===== src/rtl/systolic_pkg.sv =====
// Shared definitions for the systolic array feed/drain controllers:
// drain FSM state encoding and the wavefront fill-count helper.
package systolic_pkg;

    typedef enum logic [1:0] {
        COUNT  = 2'b00,
        SETTLE = 2'b01,
        DRAIN  = 2'b10
    } drain_state_e;

    // Number of load wavefronts after which PE(N-1,M-1) holds its last operands.
    function automatic int fill_count(input int k, input int n, input int m);
        return k + n + m - 2;
    endfunction

    // Bits needed to index v items, never less than one.
    function automatic int idx_width(input int v);
        return (v > 1) ? $clog2(v) : 1;
    endfunction

endpackage


===== src/rtl/result_snapshot.sv =====
// Capture register for all PE accumulators plus the row multiplexer that
// presents one snapshot row at a time. Output is zero when not valid.
module result_snapshot #(
    parameter int N  = 2,
    parameter int M  = 2,
    parameter int DW = 16,
    parameter int RW = 1
) (
    input  logic                clk,
    input  logic                rst,
    input  logic                capture,
    input  logic [N*M*DW-1:0]   acc_in,
    input  logic [RW-1:0]       row,
    input  logic                valid,
    output logic [M*DW-1:0]     row_data
);

    logic [N*M*DW-1:0] snap_r;
    logic [M*DW-1:0]   row_data_s;

    // Snapshot register: loads the whole array only on the capture strobe.
    always_ff @(posedge clk or posedge rst) begin
        if (rst) begin
            snap_r <= '0;
        end else if (capture) begin
            snap_r <= acc_in;
        end else begin
            snap_r <= snap_r;
        end
    end

    // Row select: pick the addressed row, zero when no row is being presented.
    always_comb begin
        row_data_s = '0;
        for (int i = 0; i < N; i++) begin
            row_data_s = (valid && (row == RW'(i))) ? snap_r[i*M*DW +: M*DW] : row_data_s;
        end
    end

    assign row_data = row_data_s;

endmodule


===== src/rtl/systolic_result_drain.sv =====
// Drain-side controller for an N x M systolic array: counts load wavefronts,
// waits one settle cycle, snapshots all accumulators and streams them out one
// row per valid/ready beat while holding 'finished'.
// Optional feature macro: DRAIN_CLEAR_EN adds the one-cycle acc_clr pulse
// issued in the first drain cycle.
module systolic_result_drain
    import systolic_pkg::*;
#(
    parameter int N  = 2,
    parameter int M  = 2,
    parameter int K  = 2,
    parameter int DW = 16
) (
    input  logic                            clk,
    input  logic                            rst,
    input  logic                            load,
    input  logic [N*M*DW-1:0]               acc_in,
    input  logic                            out_ready,
    output logic                            out_valid,
    output logic [M*DW-1:0]                 out_data,
    output logic [idx_width(N)-1:0]         out_row,
    output logic                            finished
`ifdef DRAIN_CLEAR_EN
    ,
    output logic                            acc_clr
`endif
);

    localparam int FILL = fill_count(K, N, M);
    localparam int CW   = idx_width(FILL + 1);
    localparam int RW   = idx_width(N);

    localparam logic [CW-1:0] FILL_C    = CW'(FILL);
    localparam logic [CW-1:0] FILL_M1_C = CW'(FILL - 1);
    localparam logic [RW-1:0] LAST_ROW  = RW'(N - 1);

    drain_state_e    state_r, state_s;
    logic [CW-1:0]   load_cnt_r, load_cnt_s;
    logic [RW-1:0]   row_r, row_s;
    logic            valid_r, valid_s;
    logic            capture_s;
    logic            clr_s;
`ifdef DRAIN_CLEAR_EN
    logic            acc_clr_r;
`endif

    // State, counters and the registered valid/finished flag.
    always_ff @(posedge clk or posedge rst) begin
        if (rst) begin
            state_r    <= COUNT;
            load_cnt_r <= '0;
            row_r      <= '0;
            valid_r    <= 1'b0;
        end else begin
            state_r    <= state_s;
            load_cnt_r <= load_cnt_s;
            row_r      <= row_s;
            valid_r    <= valid_s;
        end
    end

    // Next-state logic; loads outside COUNT are dropped, SETTLE is fixed at one cycle.
    always_comb begin
        state_s    = state_r;
        load_cnt_s = load_cnt_r;
        row_s      = row_r;
        valid_s    = 1'b0;
        capture_s  = 1'b0;
        clr_s      = 1'b0;
        case (state_r)
            COUNT: begin
                if (load) begin
                    if (load_cnt_r == FILL_M1_C) begin
                        load_cnt_s = FILL_C;
                        state_s    = SETTLE;
                    end else begin
                        load_cnt_s = load_cnt_r + {{(CW-1){1'b0}}, 1'b1};
                    end
                end else begin
                    load_cnt_s = load_cnt_r;
                end
            end
            SETTLE: begin
                capture_s = 1'b1;
                row_s     = '0;
                state_s   = DRAIN;
                valid_s   = 1'b1;
                clr_s     = 1'b1;
            end
            DRAIN: begin
                if (valid_r && out_ready) begin
                    if (row_r == LAST_ROW) begin
                        state_s    = COUNT;
                        load_cnt_s = '0;
                        row_s      = '0;
                        valid_s    = 1'b0;
                    end else begin
                        row_s   = row_r + {{(RW-1){1'b0}}, 1'b1};
                        valid_s = 1'b1;
                    end
                end else begin
                    valid_s = 1'b1;
                end
            end
            default: begin
                state_s    = COUNT;
                load_cnt_s = '0;
                row_s      = '0;
                valid_s    = 1'b0;
            end
        endcase
    end

`ifdef DRAIN_CLEAR_EN
    // Accumulator clear pulse, high only in the first drain cycle.
    always_ff @(posedge clk or posedge rst) begin
        if (rst) begin
            acc_clr_r <= 1'b0;
        end else begin
            acc_clr_r <= clr_s;
        end
    end

    assign acc_clr = acc_clr_r;
`else
    // Without the clear feature the pulse is not used.
    logic unused_clr_s;
    assign unused_clr_s = clr_s;
`endif

    result_snapshot #(
        .N  (N),
        .M  (M),
        .DW (DW),
        .RW (RW)
    ) u_snapshot (
        .clk      (clk),
        .rst      (rst),
        .capture  (capture_s),
        .acc_in   (acc_in),
        .row      (row_r),
        .valid    (valid_r),
        .row_data (out_data)
    );

    assign out_valid = valid_r;
    assign finished  = valid_r;
    assign out_row   = valid_r ? row_r : '0;

endmodule


===== config.mk =====
export PLATFORM = sky130hd
export DESIGN_NAME = systolic_result_drain
export DESIGN_NICKNAME = d
export VERILOG_FILES = /design/src/rtl/systolic_pkg.sv /design/src/rtl/result_snapshot.sv /design/src/rtl/systolic_result_drain.sv
export SDC_FILE = /design/constraint.sdc
export NUM_CORES = 1
export LEC_CHECK = 0
export CORE_ASPECT_RATIO = 1.1
export CORE_UTILIZATION = 40
export CTS_CLUSTER_SIZE = 10
export DETAILED_ROUTE_END_ITERATION = 12
export PLACE_DENSITY = 0.66
export RECOVER_POWER = 50
export REMOVE_ABC_BUFFERS = 1
export SYNTH_ARGS = -nofsm -noshare
export SYNTH_HDL_FRONTEND = slang
export SYNTH_SLANG_ARGS = --single-unit

===== constraint.sdc =====
create_clock -name clk -period 5.3 [get_ports clk]
set_input_delay 1.325 -clock clk [delete_from_list [all_inputs] [get_ports clk]]
set_output_delay 1.325 -clock clk [all_outputs]
set_load 0.01 [all_outputs]

==> flow_metrics.py, run 1 <==
metrics = {
    "power": {
        "power.leakage_nw": 1.85,
        "p_per_area_nw_per_um2": 470,
        "ir_worst_vdd_uv": 186,
    },
    "logic_synthesis": {
        "synthTopCellsByCount": "dfrtp_1 (71), mux2_2 (65), mux2i_1 (32), nor2b_1 (32), buf_2 (11)",
        "yosysWarnings": 0,
        "synth_area_leaders": "dfrtp_1 (52%), mux2_2 (22%), mux2i_1 (9.4%)",
        "synth-seq-cells": 71,
        "synth_compound_area_share_pct": 3.80,
        "yosys.area.top_type": "dfrtp_1",
        "synth_xor_area_share_pct": 0,
        "synth_top_family_by_area": "multiplexers",
        "synthArstFlopShare_pct": 100,
        "yosysMostFrequentCell": "dfrtp_1",
        "syn_inst": 253,
        "synth_ff_type": "dfrtp_1",
        "syn_avg_cell_area_um2": 13.4,
        "synth_top_area_share_pct": 52.4,
        "synth_area_um2": 3390,
        "yosys.cell_types.count": 27,
        "synth-seq-area-share_pct": 52.4,
        "synth_edf_count": 0,
        "synthAdderAreaFrac_pct": 1.84,
        "yosys-mux-area-fraction_pct": 31.0,
        "synth_simple_gate_area_share_pct": 7.64,
    },
    "setup_path": {
        "setup.worst_path.class": "reg -> out",
        "crit_arrival_ns": 2.31,
        "worstSetupEndpointType": "output pin",
        "cp-start-kind": "flip-flop",
        "critPathMaxFanout": 36,
        "cp.required_ns": 3.97,
    },
    "place": {
        "gp_congestion": 0.696,
        "pre_cts_ws_ns": 1.96,
        "post_dp_cell_area_um2": 4480,
        "post-place-cells": 447,
        "dpl.hpwl_mm": 4.58,
        "io_buffers": 102,
    },
    "routing": {
        "route.detailed.drc": 0,
        "wirelength_mm": 6.89,
        "vias_per_cell": 4.96,
        "dr.pass1.iters": 3,
        "drtAntennaViolNets": 0,
        "via_count": 2295,
        "wl_per_cell_um": 14.9,
        "drtIter0Drc": 98,
    },
    "die": {
        "die_y_um": 98.6,
        "io_pins": 103,
        "num_rows": 34,
        "die_x_um": 89.8,
        "dieArea_um2": 8850,
        "coreArea_um2": 8080,
        "start_util_pct": 42.0,
    },
    "finish": {
        "area_growth_pct": 37.9,
        "finalNetCount": 423,
        "stdcell_count": 463,
        "antenna_cells": 0,
        "fin_area_um2": 4680,
        "drive_gt1_share_pct": 24.2,
    },
    "status": {
        "status": "finished with violations",
        "violations": "capacitance limit, slew limit",
    },
    "clocking": {
        "post_cts_buffers": 0,
        "ctsHoldBuffers": 0,
        "cts_tree": "done",
        "cts_resized": 0,
        "cts_buffers": 9,
        "cts_buffer_depth": 2,
        "cts-root-buf": "clkbuf_8",
        "clk_pin_slew_ns": 0.07,
        "insertion_delay_ns": 0.33,
        "htreeDepth": 3,
        "clock_sinks": 71,
    },
    "worst_hold_path": {
        "hold_class": "reg -> reg",
    },
    "timing": {
        "hold_viol": 0,
        "tns_ns": 0,
        "worst_slack_ns": 1.67,
        "max-slew-margin-rel_pct": -49.1,
        "grt_setup_unrepaired": "no",
        "worst_pin_slew_ns": 2.24,
        "period_needed_ns": 3.63,
        "skew_ns": 0.00642,
        "min_period_over_period_pct": 68.6,
        "timing.hold.ws_ns": 0.506,
        "slew_viol_final": 96,
        "setup_viol": 0,
        "max_freq_mhz": 275,
    },
    "global_routing": {
        "antenna_found_initial": 0,
        "grt_usage_pct": 16.7,
        "grt_pass1_vias": 2400,
        "gr-total-overflow": 0,
        "grt_max_degree": 50,
        "grt_pass1_wl_mm": 11.6,
    },
    "flow_run": {
        "maxCapViolCount": 2,
    },
}
## cells by family after synthesis
group                      Yosys count
DFF                                 71
muxes                               97
and+or+nand+nor                     41
AOI/OAI and AO/OA                   15
buffers and inverters               24
adders and majority gates            5
## cells in the final DEF (no fill, tap or decap), drive strengths merged, types with 2 or more instances in the layout
cell type      count
a2111oi            2
a211o              2
a21o               2
a21oi              3
and2               2
buf                2
clkbuf            11
clkdlybuf4s50    100
clkinv             3
dfrtp             71
dlygate4sd3        2
ha                 5
inv                6
mux2              65
mux2i             32
nand2              2
nor2b             32
o21ai              2
## flip-flops by register name, summed over array words and instances, names as in the netlist
signal	flops
row_r	1
finished	1
state_r	2
u_snapshot.snap_r	64
load_cnt_r	3
## power by group
part | internal (mW) | switching [mW]
logic | 0.507 | 0.281
clock network | 0.242 | 0.197
registers | 0.813 | 0.158
## worst max-delay path: stages (launching register included)
cell             delay [ns]
dfrtp_2                1.06
mux2i_1                0.18
nor2b_1                0.17
clkdlybuf4s50_1        0.55
## path summary, 6_finish.rpt
check,end,start,slack (ns),cells after the start
max,out_data[9],row_r$_DFFE_PP0P_,1.67,3
min,u_snapshot.snap_r[45]$_DFFE_PP0P_,u_snapshot.snap_r[45]$_DFFE_PP0P_,0.51,1
max reg2reg,load_cnt_r[2]$_DFFE_PP0P_,state_r[1]$_DFFE_PP0P_,2.12,5
min reg2reg,u_snapshot.snap_r[45]$_DFFE_PP0P_,u_snapshot.snap_r[45]$_DFFE_PP0P_,0.51,1
max in group asynchronous,row_r$_DFFE_PP0P_,rst,2.13,3
min in group asynchronous,u_snapshot.snap_r[12]$_DFFE_PP0P_,rst,1.98,2
## metrics by stage
| stage | total power [mW] | util (%) |
|---|---|---|
| 2_1_floorplan | 1.52 | - |
| 3_3_place_gp | 1.74 | 55.4 |
| 3_5_place_dp | 1.78 | 55.4 |
| 4_1_cts | 2.22 | 58.0 |
| 5_1_grt | 2.35 | 57.9 |
| 6_report | 2.20 | 57.9 |
## per-layer routing
layer	global-route usage, %	vias to the layer above	wire length, um
li1	-	1077	-
met1	21.3	1142	3130
met2	27.0	70	3320
met3	3.78	6	363
met4	8.20	0	84
met5	0	-	0
## layout make-up
type / instances / area, um^2
inverter: 6 / 22.5
sequential: 71 / 1780
tap: 108 / 135
clock inverter: 5 / 56.3
fill: 685 / 3410
clock buffer: 11 / 151
timing repair buffer: 104 / 1040
multi-input combinational: 158 / 1500
Power figures use the tool's default switching activity.
==> run 2: changes to the inputs <==
Clock period 5.3 ns to 3.5 ns, I/O delays scaled along.
==> run 2 against run 1 <==
The run still ends with capacitance limit, slew limit left. Clock power increased by 66%. Cell count increased by 0.86%. Hold slack got worse by 0.015 ns. Register-to-register slack got worse by 1.2 ns. Highest routed layer unchanged. Critical endpoint is now out_data[0].
==> flow_metrics.py, run 2 (synthesis results as in run 1) <==
metrics = {
    "status": {
        "status": "finished with violations",
        "violations": "capacitance limit, slew limit",
    },
    "timing": {
        "worst_pin_slew_ns": 1.72,
        "max-slew-margin-rel_pct": -14.9,
        "tns_ns": 0,
        "min_period_over_period_pct": 84.3,
        "slew_viol_final": 107,
        "setup_viol": 0,
        "worst_slack_ns": 0.548,
        "hold_viol": 0,
        "grt_setup_unrepaired": "no",
        "period_needed_ns": 2.95,
        "skew_ns": 0.00941,
        "max_freq_mhz": 339,
    },
    "clocking": {
        "cts_buffers": 9,
        "ctsHoldBuffers": 0,
        "cts_tree": "done",
        "insertion_delay_ns": 0.33,
        "clock_sinks": 71,
        "cts_buffer_depth": 2,
        "clk_pin_slew_ns": 0.07,
        "post_cts_buffers": 0,
        "htreeDepth": 3,
        "cts_resized": 0,
        "cts-root-buf": "clkbuf_8",
    },
    "global_routing": {
        "grt_usage_pct": 16.4,
        "grt_pass1_vias": 2412,
        "antenna_found_initial": 0,
        "grt_max_degree": 72,
        "gr-total-overflow": 0,
        "grt_pass1_wl_mm": 11.6,
    },
    "finish": {
        "multi_input_area_um2": 1500,
        "reg_top3": "u_snapshot.snap_r: 64 flops, load_cnt_r: 3 flops, state_r: 2 flops",
        "fin_area_um2": 4730,
        "final-seq-area_um2": 1780,
        "drive_gt1_share_pct": 24.5,
        "final_cell_mix": "clkdlybuf4s50_1 (100), dfrtp_1 (70), mux2_2 (65)",
        "finalNetCount": 427,
        "antenna_cells": 0,
        "top_register": "u_snapshot.snap_r",
        "area_growth_pct": 39.5,
        "fill_cells": 666,
        "largest_reg_flops": 64,
        "fin_util_pct": 58.6,
        "layout_commonest_cell": "clkdlybuf4s50_1",
    },
    "setup_path": {
        "cp.required_ns": 2.62,
        "setup.worst_path.class": "reg -> out",
        "worstSetupEndpointType": "output pin",
        "crit_arrival_ns": 2.08,
        "critPathMaxFanout": 19,
        "cp-start-kind": "flip-flop",
    },
    "routing": {
        "drtAntennaViolNets": 0,
        "route.detailed.drc": 0,
        "wl_per_cell_um": 14.5,
        "drtIter0Drc": 123,
        "vias_per_cell": 4.85,
        "wirelength_mm": 6.78,
        "via_count": 2267,
        "dr.pass1.iters": 4,
    },
    "place": {
        "gp_congestion": 0.737,
        "pre_cts_ws_ns": 0.878,
        "io_buffers": 102,
        "post_dp_cell_area_um2": 4530,
        "dpl.hpwl_mm": 4.63,
    },
    "flow_run": {
        "maxCapViolCount": 2,
    },
    "power": {
        "p_per_area_nw_per_um2": 715,
        "ir_worst_vdd_uv": 304,
        "power.leakage_nw": 1.87,
    },
    "die": {
        "start_util_pct": 42.0,
        "coreArea_um2": 8080,
        "die_x_um": 89.8,
        "die_y_um": 98.6,
        "dieArea_um2": 8850,
        "io_pins": 103,
        "num_rows": 34,
    },
    "worst_hold_path": {
        "hold_class": "reg -> reg",
    },
}
run 2: cell count changes in the layout (fill, tap and decap cells not counted):
| cell | change |
|---|---|
| buf_12 | +1 |
| bufinv_16 | +1 |
| clkbuf_1 | +2 |
| clkinv_1 | +1 |
| inv_1 | -1 |
| buf_4 | +2 |
| clkinv_4 | -1 |
| clkinv_2 | -1 |
| clkinvlp_4 | -1 |
| clkbuf_2 | +1 |
run 2: power breakdown:
group          total (mW)  switching, mW  internal (mW)
logic                1.21          0.445          0.769
registers            1.44          0.210           1.23
clock network       0.730          0.290          0.440
run 2: layout make-up:
class / count / share of cell area [%]
timing repair buffer: 108 / 22.7
inverter: 6 / 0.476
sequential: 71 / 37.6
clock buffer: 13 / 3.36
clock inverter: 3 / 1.37
multi-input combinational: 158 / 31.6
tap: 108 / 2.85
run 2: worst paths after layout:
path	endpoint	depth (start not counted)	startpoint	slack, ns
hold reg to reg	load_cnt_r[2]$_DFFE_PP0P_	1	load_cnt_r[2]$_DFFE_PP0P_	0.49
max in group asynchronous	row_r$_DFFE_PP0P_	3	rst	0.77
hold / removal	load_cnt_r[2]$_DFFE_PP0P_	1	load_cnt_r[2]$_DFFE_PP0P_	0.49
setup reg to reg	u_snapshot.snap_r[44]$_DFFE_PP0P_	4	state_r[1]$_DFFE_PP0P_	0.93
setup / recovery	out_data[0]	4	row_r$_DFFE_PP0P_	0.55
min in group asynchronous	u_snapshot.snap_r[28]$_DFFE_PP0P_	3	rst	1.59
run 2: through the flow:
step / cells / hold WS, ns / total power, mW
after floorplan: 235 / 0.459 / 2.30
after global placement: 451 / 0.469 / 2.65
after detailed placement: 451 / 0.477 / 2.69
after CTS: 467 / 0.495 / 3.43
after global routing: 467 / 0.527 / 3.62
final: 467 / 0.491 / 3.38
run 2: metal layers:
layer / vias to the layer above / GRT usage, % / share of wire, %
met1: 1109 / 21.2 / 46
met2: 68 / 27.3 / 48
met3: 5 / 3.24 / 4.7
met4: 0 / 6.43 / 1.0
met5: - / 0 / 0
li1: 1085 / - / -
run 2: worst max-delay path: stages, from the launching register on:
cell             delay, ns
dfrtp_2               0.70
buf_12                0.26
mux2i_1               0.10
nor2b_1               0.13
clkdlybuf4s50_1       0.55
